[config.mk]
export PLATFORM = sky130hd
export DESIGN_NAME = packer_nxm
export DESIGN_NICKNAME = d
export VERILOG_FILES = /design/src/rtl/packer_pkg.sv /design/src/rtl/packer_out_reg.sv /design/src/rtl/packer_nxm.sv
export SDC_FILE = /design/constraint.sdc
export NUM_CORES = 1
export LEC_CHECK = 0
export BUFFER_PORTS_ARGS = -buffer_cell sky130_fd_sc_hd__buf_2
export CAP_MARGIN = 20
export CORE_MARGIN = 1.5
export CORE_UTILIZATION = 40
export DETAILED_ROUTE_END_ITERATION = 10
export SYNTH_ARGS = -nofsm -noshare
export SYNTH_HDL_FRONTEND = slang
export SYNTH_SLANG_ARGS = --single-unit
[constraint.sdc]
create_clock -name clk_4f -period 4.45 [get_ports clk_4f]
set_clock_uncertainty 0.15 [all_clocks]
set_input_delay 0.6675 -clock clk_4f [delete_from_list [all_inputs] [get_ports clk_4f]]
set_output_delay 0.6675 -clock clk_4f [all_outputs]
set_load 0.1 [all_outputs]
[src/rtl/packer_pkg.sv]
// Shared helpers for the narrow-to-wide packer: lane placement and counter sizing.
package packer_pkg;

  localparam bit ORDER_LSB_FIRST = 1'b0;
  localparam bit ORDER_MSB_FIRST = 1'b1;

  function automatic int sel_width(input int ratio);
    return (ratio < 2) ? 1 : $clog2(ratio);
  endfunction

  // Bit position of the low end of the lane that beat k occupies.
  function automatic int lane_lsb(input int k, input int in_w, input int ratio, input bit msb_first);
    return msb_first ? (ratio - 1 - k) * in_w : k * in_w;
  endfunction

endpackage

[src/rtl/packer_out_reg.sv]
// Output word register of the packer; owns valid_out/data_out and the upstream ready.
// Optional PACKER_FLUSH_EN adds the filled-beat count alongside the word.
module packer_out_reg #(
  parameter int OUT_W = 32
`ifdef PACKER_FLUSH_EN
  ,
  parameter int NB_W  = 3
`endif
) (
  input  logic             clk_4f,
  input  logic             reset_L,
  input  logic             load,
  input  logic [OUT_W-1:0] load_data,
`ifdef PACKER_FLUSH_EN
  input  logic [NB_W-1:0]  load_nb,
  output logic [NB_W-1:0]  nbytes_out,
`endif
  input  logic             ready_out,
  output logic             ready_in,
  output logic             valid_out,
  output logic [OUT_W-1:0] data_out
);

  logic             vld_p1;
  logic [OUT_W-1:0] data_p1;

  // A held word blocks the upstream side until the sink takes it.
  assign ready_in  = !vld_p1 || ready_out;
  assign valid_out = vld_p1;
  assign data_out  = data_p1;

  // stage p1: registered output word
  always_ff @(posedge clk_4f or negedge reset_L) begin
    if (!reset_L) begin
      vld_p1  <= 1'b0;
      data_p1 <= '0;
    end else if (load) begin
      vld_p1  <= 1'b1;
      data_p1 <= load_data;
    end else if (ready_out) begin
      vld_p1  <= 1'b0;
    end
  end

`ifdef PACKER_FLUSH_EN
  logic [NB_W-1:0] nb_p1;

  assign nbytes_out = nb_p1;

  always_ff @(posedge clk_4f or negedge reset_L) begin
    if (!reset_L) begin
      nb_p1 <= '0;
    end else if (load) begin
      nb_p1 <= load_nb;
    end
  end
`endif

endmodule

[src/rtl/packer_nxm.sv]
// Narrow-to-wide packer: gathers RATIO beats of IN_W bits into one word with valid/ready on both sides.
// Optional PACKER_FLUSH_EN adds flush_in/nbytes_out to emit a partially filled word.
module packer_nxm
  import packer_pkg::*;
#(
  parameter int IN_W      = 8,
  parameter int RATIO     = 4,
  parameter bit MSB_FIRST = ORDER_MSB_FIRST,
  localparam int OUT_W    = IN_W * RATIO
) (
  input  logic                       clk_4f,
  input  logic                       reset_L,
  input  logic                       valid_in,
  input  logic [IN_W-1:0]            data_in,
  output logic                       ready_in,
  output logic                       valid_out,
  output logic [OUT_W-1:0]           data_out,
  input  logic                       ready_out
`ifdef PACKER_FLUSH_EN
  ,
  input  logic                       flush_in,
  output logic [$clog2(RATIO+1)-1:0] nbytes_out
`endif
);

  localparam int SEL_W = sel_width(RATIO);
  localparam int CNT_W = SEL_W + 1;

  logic [SEL_W-1:0] sel_p0;
  logic [OUT_W-1:0] acc_p0;
  logic [OUT_W-1:0] acc_merge;
  logic [CNT_W-1:0] fill_cnt;
  logic             accept;
  logic             last_beat;
  logic             load;

  assign accept    = valid_in && ready_in;
  assign last_beat = accept && (sel_p0 == SEL_W'(RATIO - 1));
  // Beats in the word once this cycle's beat (if any) is counted.
  assign fill_cnt  = {1'b0, sel_p0} + CNT_W'(accept);

  always_comb begin
    acc_merge = acc_p0;
    for (int k = 0; k < RATIO; k++) begin
      if (accept && (sel_p0 == SEL_W'(k))) begin
        acc_merge[lane_lsb(k, IN_W, RATIO, MSB_FIRST) +: IN_W] = data_in;
      end
    end
  end

`ifdef PACKER_FLUSH_EN
  localparam int NB_W = $clog2(RATIO + 1);

  logic            flush_fire;
  logic [NB_W-1:0] load_nb;

  // A flush arriving with the last beat is absorbed by the normal full word.
  assign flush_fire = flush_in && ready_in && !last_beat && (fill_cnt != '0);
  assign load       = last_beat || flush_fire;
  assign load_nb    = last_beat ? NB_W'(RATIO) : NB_W'(fill_cnt);
`else
  assign load = last_beat;
`endif

  // stage p0: lane counter and accumulator
  always_ff @(posedge clk_4f or negedge reset_L) begin
    if (!reset_L) begin
      sel_p0 <= '0;
      acc_p0 <= '0;
    end else if (load) begin
      sel_p0 <= '0;
      acc_p0 <= '0;
    end else if (accept) begin
      sel_p0 <= sel_p0 + SEL_W'(1);
      acc_p0 <= acc_merge;
    end
  end

  packer_out_reg #(
    .OUT_W(OUT_W)
`ifdef PACKER_FLUSH_EN
    ,
    .NB_W (NB_W)
`endif
  ) u_out_reg (
    .clk_4f    (clk_4f),
    .reset_L   (reset_L),
    .load      (load),
    .load_data (acc_merge),
`ifdef PACKER_FLUSH_EN
    .load_nb   (load_nb),
    .nbytes_out(nbytes_out),
`endif
    .ready_out (ready_out),
    .ready_in  (ready_in),
    .valid_out (valid_out),
    .data_out  (data_out)
  );

endmodule

## Yosys cells after proc, flatten, opt, wreduce, memory -nomap -nowiden

Cells that the tools add are included.

| word-level totals | value |
|---|---|
| flip-flop bits (word level) | 67 |
| bits of input ports | 12 |
| output and inout bits | 34 |
| logic and storage cells | 28 |

| cells by class | value |
|---|---|
| add/subtract/negate cells | 1 |
| equal/unequal tests | 3 |
| multiplexer cells | 10 |
| reduce and logical (&&, ||, !) cells | 10 |

Operator list:

| operator | number |
|---|---|
| $mux 32 | 2 |
| $mux 8 | 4 |
| $logic_and 1x1->1 | 5 |
| $eq 2x2->1 const B | 2 |
| $mux 2 | 2 |
| $reduce_bool 2->1 | 2 |
| $add 2x1->2 const B | 1 |
| $eq 2x1->1 const B | 1 |
| $logic_not 2->1 | 1 |
| $mux 1 | 2 |
| $logic_not 1->1 | 1 |
| $logic_or 1x1->1 | 1 |

## Logic depth before layout (Yosys ltp)

Gate-level depths: netlist (run 1).

| depth | value |
|---|---|
| depth in word-level cells | 7 |
| gate-level depth with buffers | 6 |
| gate-level depth less buffers | 5 |

## Modules after synthesis

Synthesis (run 1) repeated with hierarchy kept, for this count alone.

| second synthesis, totals | value |
|---|---|
| cells, all modules | 233 |
| area, all modules | 3407.0 um^2 |

Modules (own cells, without submodules):

| module | times used | cells each | area each (um^2) | sequential area each (um^2) |
|---|---|---|---|---|
| packer_nxm | 1 | 162 | 2028.2 | 850.8 |
| packer_out_reg | 1 | 71 | 1378.8 | 825.8 |

## Worst setup path before layout (run 1)

No wires, ideal clock.

| path | value |
|---|---|
| kind | flip-flop to output port |
| start | register u_out_reg.vld_p1 (netlist: u_out_reg.valid_out) |
| end | output port ready_in |
| arrival | 1.586 ns |
| data required time | 3.632 ns |
| setup slack | 2.046 ns |
| stages on the path, launching flop included | 4 |
| path through | dfrtp_1 -> nand2b_1 -> buf_4 -> buf_2 |

| on the way | value |
|---|---|
| word-level cells in the longest chain between the ends | 2 |

Ends and longest elaborated chain:

| what | RTL line | RTL |
|---|---|---|
| start, declared | packer_out_reg.sv:24 | `logic vld_p1;` |
| start signal, assigned | packer_out_reg.sv:35 | `vld_p1 <= 1'b0;` |
| start signal, assigned | packer_out_reg.sv:38 | `vld_p1 <= 1'b1;` |
| start signal, assigned | packer_out_reg.sv:41 | `vld_p1 <= 1'b0;` |
| $logic_not 1->1 | packer_out_reg.sv:28 | `assign ready_in = !vld_p1 \|\| ready_out;` |
| $logic_or 1x1->1 | packer_out_reg.sv:28 |  |
| end, declared | packer_nxm.sv:15 | `output logic ready_in,` |

No other way between the ends.

## Final worst setup path (run 1)

| path | value |
|---|---|
| start | input port ready_out |
| end | output port ready_in |

| on the way | value |
|---|---|
| word-level cells in the longest chain between the ends | 1 |

Ends and longest elaborated chain:

| what | RTL line | RTL |
|---|---|---|
| start, declared | packer_nxm.sv:18 | `input logic ready_out` |
| $logic_or 1x1->1 | packer_out_reg.sv:28 |  |

No other way between the ends.

==> results of run 1 <==
[cell usage in the layout (no fill, tap or decap)]
| cell | n |
|---|---|
| a41oi_1 | 24 |
| nor2b_1 | 24 |
| clkbuf_8 | 12 |
| o2bb2ai_1 | 24 |
| clkinv_2 | 2 |
| inv_1 | 2 |
| mux2_4 | 29 |
| mux2_2 | 5 |
| buf_2 | 45 |
| a21o_1 | 24 |
| nand2b_1 | 1 |
| clkbuf_1 | 1 |
| dfrtp_1 | 59 |
| nand3_4 | 1 |
| nor2_1 | 1 |
| nand2_1 | 2 |
| buf_4 | 4 |
| ha_1 | 4 |
[final cells by class]
class                           count  area share [%]
Inverter                            2           0.223
Multi-Input combinational cell    139            39.4
Tap cell                           99            3.68
Timing Repair Buffer               49            7.58
Clock buffer                       13            5.01
Clock inverter                      2           0.297
Sequential cell                    59            43.8
[final timing paths]
kind / end / slack [ns]
setup reg to reg: u_out_reg.data_out[27] / 2.20
min in group clk_4f: acc_p0[19] / 0.33
setup / recovery: ready_in / 1.82
max in group asynchronous: acc_p0[18] / 3.08
hold / removal: u_out_reg.data_out[1] / 0.22
hold reg to reg: acc_p0[19] / 0.33
[sequential cells by signal (all words and copies together), names as in the netlist]
signal and cells:
acc_p0 24, sel_p0 2, u_out_reg.data_out 32, u_out_reg.valid_out 1
[metrics by stage]
| step | area (sq um) | setup WS (ns) | utilization [%] | instances | hold slack [ns] |
|---|---|---|---|---|---|
| final | 3370 | 1.82 | 47.0 | 363 | 0.215 |
| after global routing | 3370 | 1.76 | 47.0 | 363 | 0.273 |
| after CTS | 3370 | 1.84 | 47.0 | 363 | 0.234 |
| after detailed placement | 3190 | 1.77 | 44.5 | 348 | 0.317 |
| after global placement | 3190 | 1.82 | 44.5 | 348 | 0.313 |
| after floorplan | 2930 | 2.05 | - | 221 | 0.222 |
[routing by layer]
metal | vias up | global-route usage, %
li1 | 920 | -
met1 | 966 | 24.3
met2 | 43 | 25.1
met3 | 14 | 3.36
met4 | 0 | 7.81
met5 | - | 0
[kinds of logic after synthesis]
| logic type | Yosys count | share of synthesized area [%] |
|---|---|---|
| AO/OA/AOI/OAI | 72 | 20.5 |
| adder cells (fa/ha/maj) | 4 | 1.71 |
| buffers and inverters | 23 | 4.39 |
| flip-flops | 59 | 50.3 |
| multiplexers | 34 | 16.8 |
| AND/OR/NAND/NOR | 29 | 6.31 |
==> metrics.md, run 1 <==
| Metric | Value |
|---|---|
| Outcome | finished clean |
| Height of the die | 88.6 um |
| Fill cells | 676 |
| Worst hold path type | input port to async pin |
| H-tree depth | 3 |
| Top cells by count, synth | dfrtp_1, mux2_4 |
| Area of the core | 0.00718 sq mm |
| Async S/R FF share, synth | 100% |
| Worst-margin pin slew | 0.775 ns |
| First-pass DRT Iterations | 4 |
| Post-synth EDFFs | 0 |
| CP Capture Type | primary output |
| Setup Viol. Count Final | 0 |
| DRT antenna net count | 0 |
| Vias in the first global route | 1879 |
| Global-route wire length before repair | 9.96 mm |
| FMAX | 0.381 GHz |
| Top delay family on crit path | buffers and inverters |
| Die area | 0.00785 sq mm |
| Slew Limit Fails | 0 |
| Fin nets | 276 |
| Clock Tree Root | clkbuf_8 |
| Crit path DAT | 1.81 ns |
| CP dominant cell by count | buf_2 |
| N_diodes | 0 |
| Layout cells sized above 1 | 37.1% |
| Mapped Cells | 221 |
| Routed WL | 6.09 mm |
| Buf/Inv on CP | 2 |
| Worst R2R Start | u_out_reg.valid_out |
| I/O Pins | 46 |
| Clock transition at path regs | 0.06 ns |
| M1 WL | 3.01 mm |
| Drt drc | 0 |
| Worst slew margin | 48.3% |
| Routed met3 length | 179 um |
| Crit-path max cell delay | 0.55 ns |
| Clock sink count | 59 |
| Resized Gates After CTS | 0 |
| Top FF cell, synth | dfrtp_1 |
| Slowest CP cell | buf_2 |
| Avg WL per Cell | 16.8 um |
| Initial Util | 40.9% |
| Via/cell ratio | 5.35 |
| Routability cong. | 0.730 |
| Dpl hpwl | 3.80 mm |
| 1st-iter DRT viols | 98 |
| Post-synthesis sequential area ratio | 50.3% |
| Number of cells on the critical path | 3 |
| Cell Area, Synth | 0.00293 sq mm |
| Grt ovf | 0 |
| Initial antenna violation count | 0 |
| Max layer used | met4 |
| Synth unique cells | 17 |
| Via Count | 1943 |
| Std cell rows | 31 |
| Crit path kind | input port to primary output |
| Setup TNS | 0 ns |
| Flops & latches, synth | 59 |
| Multi-input logic area | 0.00133 sq mm |
| Largest net degree at the start of global routing | 34 |
| CTS Buf Count | 9 |
| GRT Util Overall | 17.1% |
| Area growth syn-to-layout | 14.9% |
| Cell with the most instances after synthesis | dfrtp_1 |
| Crit path time final | 2.63 ns |
| Max cap viols | 0 |
| Worst-path maximum fanout | 14 |
| Longest Clk Path Bufs | 2 |
| Synth top area cells | dfrtp_1, mux2_4, a41oi_1, o2bb2ai_1, a21o_1 |
| Detail Route met2 WL | 2.76 mm |
| Final hold vios | 0 |
| Die width | 88.6 um |
| Largest area contributor in the netlist | dfrtp_1 |
| Storage cell area | 0.00148 sq mm |
| RSZ-0062 raised after global routing | false |
| Crit path launch | ready_out |
| Clock Latency Late Sink | 0.33 ns |
| Reg2Reg Depth | 3 |
| Period Utilization, post-route | 59.0% |
| TritonCTS clock tree | yes |
| IO Port Bufs | 45 |
| Worst EP required | 3.63 ns |
| Warnings from Yosys | 0 |
| Yosys top cell area share | 50.3% |
| Synth Area per Inst | 13.3 sq um |
| Hold Buf Count CTS | 0 |
| Syn_nets | 237 |
| Critical path cell sequence | buf_2, nand2b_1, buf_2 |
| Critical path launch point type | input port |
| Post-CTS Setup Inserts | 0 |
Power of run 1 is not shown: default switching activity piles up to over one toggle a cycle in this logic, so the estimate is an artifact.
==> inputs of run 2 (changes only) <==
--- a/config.mk
+++ b/config.mk
@@ -5,6 +5,7 @@
 export SDC_FILE = /design/constraint.sdc
 export NUM_CORES = 1
 export LEC_CHECK = 0
+export ABC_AREA = 1
 export BUFFER_PORTS_ARGS = -buffer_cell sky130_fd_sc_hd__buf_2
 export CAP_MARGIN = 20
 export CORE_MARGIN = 1.5
==> constraint.sdc (replaced) <==
create_clock -name clk_4f -period 2.62 [get_ports clk_4f]
set_clock_uncertainty 0.15 [all_clocks]
set_input_delay 0.393 -clock clk_4f [delete_from_list [all_inputs] [get_ports clk_4f]]
set_output_delay 0.393 -clock clk_4f [all_outputs]
set_load 0.1 [all_outputs]
==> metrics.md, run 2 <==
| Metric | Value |
|---|---|
| Async S/R FF share, synth | 100% |
| Via/cell ratio | 4.76 |
| Mapped Cells | 315 |
| Drt drc | 0 |
| Clock transition at path regs | 0.07 ns |
| Die width | 84.5 um |
| Slowest CP cell | buf_2 |
| Height of the die | 84.5 um |
| DRT antenna net count | 0 |
| Grt ovf | 0 |
| Synth unique cells | 16 |
| Worst Hold Endpoint | u_out_reg.data_out[1] |
| Critical path cell sequence | nand2_2, buf_2 |
| Crit path time final | 1.83 ns |
| Crit path DAT | 1.28 ns |
| N_diodes | 0 |
| Longest Clk Path Bufs | 2 |
| Placed insts | 423 |
| Flop2flop setup slack | 0.92 ns |
| Slew Limit Fails | 0 |
| Cell Area, Synth | 0.00266 sq mm |
| Period Utilization, post-route | 69.7% |
| Hold Crit Start | data_in[1] |
| Die area | 0.00715 sq mm |
| First-pass DRT Iterations | 4 |
| Setup TNS | 0 ns |
| FMAX | 0.548 GHz |
| Worst hold path type | input port to flip-flop |
| Area of the core | 0.00639 sq mm |
| CTS Buf Count | 9 |
| Fin nets | 374 |
| Synth Area per Inst | 8.44 sq um |
| TritonCTS clock tree | yes |
| Placed Area | 0.00291 sq mm |
| Routed WL | 5.66 mm |
| Std cell rows | 29 |
| Hold Slack | 0.275 ns |
| Worst R2R Start | u_out_reg.valid_out |
| Post-synthesis sequential area ratio | 55.5% |
| Hold Buf Count CTS | 1 |
| 1st-iter DRT viols | 91 |
| Max FFs per register | 32 |
| Top delay family on crit path | buffers and inverters |
| Top FF cell, synth | dfrtp_1 |
| Most frequent cells in the layout | nand2_1, dfrtp_1, buf_2, inv_1, nand3_1 |
| Commonest non-fill, non-tap cell in the layout | nand2_1 |
| Reg2Reg Depth | 5 |
| Setup Viol. Count Final | 0 |
| Via Count | 2096 |
| Top cells by count, synth | nand2_1, dfrtp_1, inv_1 |
| RSZ-0062 raised after global routing | false |
| Global-route wire length before repair | 9.68 mm |
| Reg2reg end | u_out_reg.data_out[5] |
| Initial Util | 41.6% |
| GRT Util Overall | 17.6% |
| Largest net degree at the start of global routing | 42 |
| I/O Pins | 46 |
| Outcome | finished clean |
| Layout cells sized above 1 | 19.3% |
| Worst-margin pin slew | 0.721 ns |
| Vias in the first global route | 1982 |
| Final hold vios | 0 |
| IO Port Bufs | 45 |
| Critical path launch point type | flip-flop |
| Cell area after layout | 0.00309 sq mm |
| Buf/Inv on CP | 1 |
| Crit path kind | flip-flop to primary output |
| Synth top area cells | dfrtp_1, nand2_1, nand4_1, inv_1, nand3_1 |
| H-tree depth | 3 |
| Dpl hpwl | 3.87 mm |
| Worst-path maximum fanout | 3 |
| Worst EP required | 2.08 ns |
| Yosys top cell area share | 55.5% |
| Post-synth EDFFs | 0 |
| Largest area contributor in the netlist | dfrtp_1 |
| Initial antenna violation count | 0 |
| Fill cells | 656 |
| Non-filler cells, final | 440 |
| Clock Tree Root | clkbuf_8 |
| Resized Gates After CTS | 0 |
| Clock Latency Late Sink | 0.33 ns |
| Worst Hold Path Cells | 3 |
| Warnings from Yosys | 0 |
| Crit-path max cell delay | 0.44 ns |
| Syn_nets | 331 |
| Routability cong. | 0.743 |
| CP Capture Type | primary output |
| Avg WL per Cell | 12.9 um |
| Post-CTS Setup Inserts | 0 |
| Flops & latches, synth | 59 |
| Area growth syn-to-layout | 16.1% |
| Worst slew margin | 51.8% |
| Cell with the most instances after synthesis | nand2_1 |
| Max cap viols | 0 |
| Clock sink count | 59 |
## run 2: changes by cell type after synthesis, sizes merged, moves of 4 or more
| cell | delta |
|---|---|
| clkbuf | -4 |
| nand3 | +27 |
| nand4 | +24 |
| o2bb2ai | -24 |
| nand2 | +107 |
| inv | +35 |
| nor2 | +24 |
| o21ai | +10 |
| nor2b | -24 |
| mux2 | -34 |
| a41oi | -24 |
| a21o | -24 |
## run 2: kinds of logic (layout without fill, tap and decap cells)
logic type,Yosys count,after routing,share of synthesized area (%)
buf+inv,56,104,9.93
fa+ha+maj,4,4,1.88
compound gates,10,10,1.88
flops,59,59,55.5
simple gates,186,186,30.8
## run 2: area by class of cell
cell class | instances | area [sq um] | area share, %
Multi-Input combinational cell | 200 | 918 | 29.7
Tap cell | 77 | 96.3 | 3.12
Sequential cell | 59 | 1480 | 47.8
Clock inverter | 2 | 10.0 | 0.324
Timing Repair Buffer | 51 | 285 | 9.24
Inverter | 37 | 139 | 4.50
Clock buffer | 14 | 163 | 5.27
## run 2: how the worst max path moves through the flow
stage	startpoint	to	cells after the start
2_1_floorplan	u_out_reg.valid_out	ready_in	3
3_3_place_gp	valid_in	u_out_reg.data_out[7]	5
3_5_place_dp	valid_in	u_out_reg.data_out[5]	5
4_1_cts	u_out_reg.valid_out	ready_in	2
5_1_grt	sel_p0[0]	u_out_reg.data_out[11]	6
6_report	u_out_reg.valid_out	ready_in	2
## run 2: routing by layer
| layer | global-route usage, % | share of wire (%) |
|---|---|---|
| met3 | 3.83 | 3.5 |
| met2 | 27.4 | 46 |
| met1 | 23.6 | 49 |
| met5 | 0 | 0 |
| met4 | 8.36 | 2.1 |
## run 2: stage by stage
stage / setup slack, ns / utilization [%]
2_1_floorplan: 0.528 / -
3_3_place_gp: 0.855 / 45.5
3_5_place_dp: 0.722 / 45.5
4_1_cts: 0.774 / 48.4
5_1_grt: 0.740 / 48.4
6_report: 0.795 / 48.4
## run 2: worst reg2reg max path: cells and delay by family (launching register included)
family / cells / cell delay [ns]
AND/OR/NAND/NOR: 3 / 0.60
flip-flops: 1 / 0.39
AO/OA/AOI/OAI: 1 / 0.37
buffers and inverters: 1 / 0.09
Power of run 2 is left out for the same reason.
==> inputs of run 3 (changes only) <==
==> constraint.sdc (replaced) <==
create_clock -name clk_4f -period 1.8 [get_ports clk_4f]
set_clock_uncertainty 0.15 [all_clocks]
set_input_delay 0.27 -clock clk_4f [delete_from_list [all_inputs] [get_ports clk_4f]]
set_output_delay 0.27 -clock clk_4f [all_outputs]
set_load 0.1 [all_outputs]
==> metrics.md, run 3 (same netlist as run 2, synthesis figures left out) <==
| Metric | Value |
|---|---|
| Outcome | finished clean |
| Worst hold path type | input port to flip-flop |
| Reg2reg end | u_out_reg.data_out[31] |
| Multi-input logic area | 918 sq um |
| H-tree depth | 3 |
| 1st-iter DRT viols | 123 |
| Slew Limit Fails | 0 |
| Avg WL per Cell | 13.0 um |
| CP Capture Type | flip-flop |
| Crit path launch | sel_p0[0] |
| CP dominant cell by count | nand2_1 |
| Die width | 84.5 um |
| Clock transition at path regs | 0.07 ns |
| CTS Buf Count | 9 |
| Routability cong. | 0.764 |
| Drt drc | 0 |
| Vias in the first global route | 1987 |
| GRT Util Overall | 17.9% |
| Global-route wire length before repair | 9.80 mm |
| Worst-path maximum fanout | 9 |
| Critical path cell sequence | inv_1, ha_1, nand3_2, nand2_1, nand3_1, nand2_1 |
| Setup TNS | 0 ns |
| Area growth syn-to-layout | 19.4% |
| Clock Tree Root | clkbuf_8 |
| Fill cells | 640 |
| Crit path time final | 1.64 ns |
| Most frequent cells in the layout | nand2_1, dfrtp_1, buf_2, inv_1, nand3_1 |
| Crit path DAT | 1.76 ns |
| Worst R2R Start | sel_p0[0] |
| Fin nets | 381 |
| DRT antenna net count | 0 |
| Worst Hold Path Cells | 3 |
| Std cell rows | 29 |
| Final core occ | 49.7% |
| Clock Latency Late Sink | 0.33 ns |
| Initial antenna violation count | 0 |
| Dpl hpwl | 3.93 mm |
| Final hold vios | 0 |
| Post-place setup slack | 0.177 ns |
| Die area | 0.00715 sq mm |
| Slack of the critical path | 0.156 ns |
| Longest Clk Path Bufs | 2 |
| Storage cell area | 0.00148 sq mm |
| Hold Crit Start | data_in[0] |
| Flop2flop setup slack | 0.16 ns |
| Largest net degree at the start of global routing | 60 |
| Routed WL | 5.80 mm |
| First-pass DRT Iterations | 5 |
| I/O Pins | 46 |
| Height of the die | 84.5 um |
| Crit path kind | flip-flop to flip-flop |
| Grt ovf | 0 |
| Critical path launch point type | flip-flop |
| Initial Util | 41.6% |
| RSZ-0062 raised after global routing | false |
| Reg2Reg Depth | 6 |
| TritonCTS clock tree | yes |
| Period Utilization, post-route | 91.4% |
| Worst Hold Endpoint | u_out_reg.data_out[0] |
| Crit-path max cell delay | 0.40 ns |
| Via Count | 2120 |
| IO Port Bufs | 45 |
| Area of the core | 0.00639 sq mm |
| Commonest non-fill, non-tap cell in the layout | nand2_1 |
| Via/cell ratio | 4.75 |
| Clock sink count | 59 |
| Setup Viol. Count Final | 0 |
| FMAX | 0.608 GHz |
| Worst slew margin | 67.5% |
| Slowest CP cell | dfrtp_1 |
| Post-CTS Setup Inserts | 0 |
| N_diodes | 0 |
| Max FFs per register | 32 |
| Worst-margin pin slew | 0.491 ns |
| Worst EP required | 1.92 ns |
| Layout cells sized above 1 | 21.4% |
| Max cap viols | 0 |
==> run 3: cell count changes in the layout (fill, tap and decap cells not counted) <==
| cell | previous run | this run |
|---|---|---|
| buf_4 | 4 | 10 |
| clkbuf_1 | 3 | 1 |
| clkbuf_8 | 11 | 12 |
| buf_12 | 1 | 3 |
| buf_2 | 45 | 44 |
| dfrtp_1 | 59 | 58 |
| dfrtp_2 | 0 | 1 |
==> run 3: repair_timing <==
action,4_1_cts,5_1_grt
hold buffers,1,0
hold endpoints to repair,59,0
resized for setup,0,0
==> run 3: per-layer routing <==
layer | up-vias | GRT usage (%) | share of wire [%]
met5 | - | 0 | 0
met3 | 8 | 5.70 | 4.5
met2 | 46 | 26.2 | 44
met4 | 0 | 7.62 | 1.8
met1 | 981 | 24.6 | 50
li1 | 1085 | - | -
==> run 3: worst max path at each step <==
| stage | end | slack (ns) | cells after the start |
|---|---|---|---|
| after floorplan | u_out_reg.data_out[23] | 0.04 | 6 |
| after global placement | u_out_reg.data_out[26] | 0.28 | 6 |
| after detailed placement | u_out_reg.data_out[31] | 0.18 | 6 |
| after CTS | ready_in | 0.15 | 2 |
| after global routing | acc_p0[24] | 0.04 | 6 |
| final | u_out_reg.data_out[31] | 0.16 | 6 |
==> run 3: metrics by stage <==
stage                     hold WS [ns]  cell area, sq um  std cells
after floorplan                 -0.176              2660        315
after global placement           0.152              2990        430
after detailed placement         0.151              2990        430
after CTS                        0.154              3180        446
after global routing             0.167              3180        446
final                            0.169              3180        446
==> run 3: layout make-up <==
cell class,instances,area share (%)
Clock buffer,13,5.32
Clock inverter,2,0.315
Inverter,37,4.37
Multi-Input combinational cell,200,28.9
Sequential cell,59,46.5
Tap cell,77,3.03
Timing Repair Buffer,58,11.5
==> run 3: critical path, delay by kind of cell, from the launching register on <==
family | cells | cell delay, ns
fa+ha+maj | 1 | 0.34
flops | 1 | 0.40
simple gates | 4 | 0.55
buf+inv | 1 | 0.13
Power of run 3 is left out for the same reason.
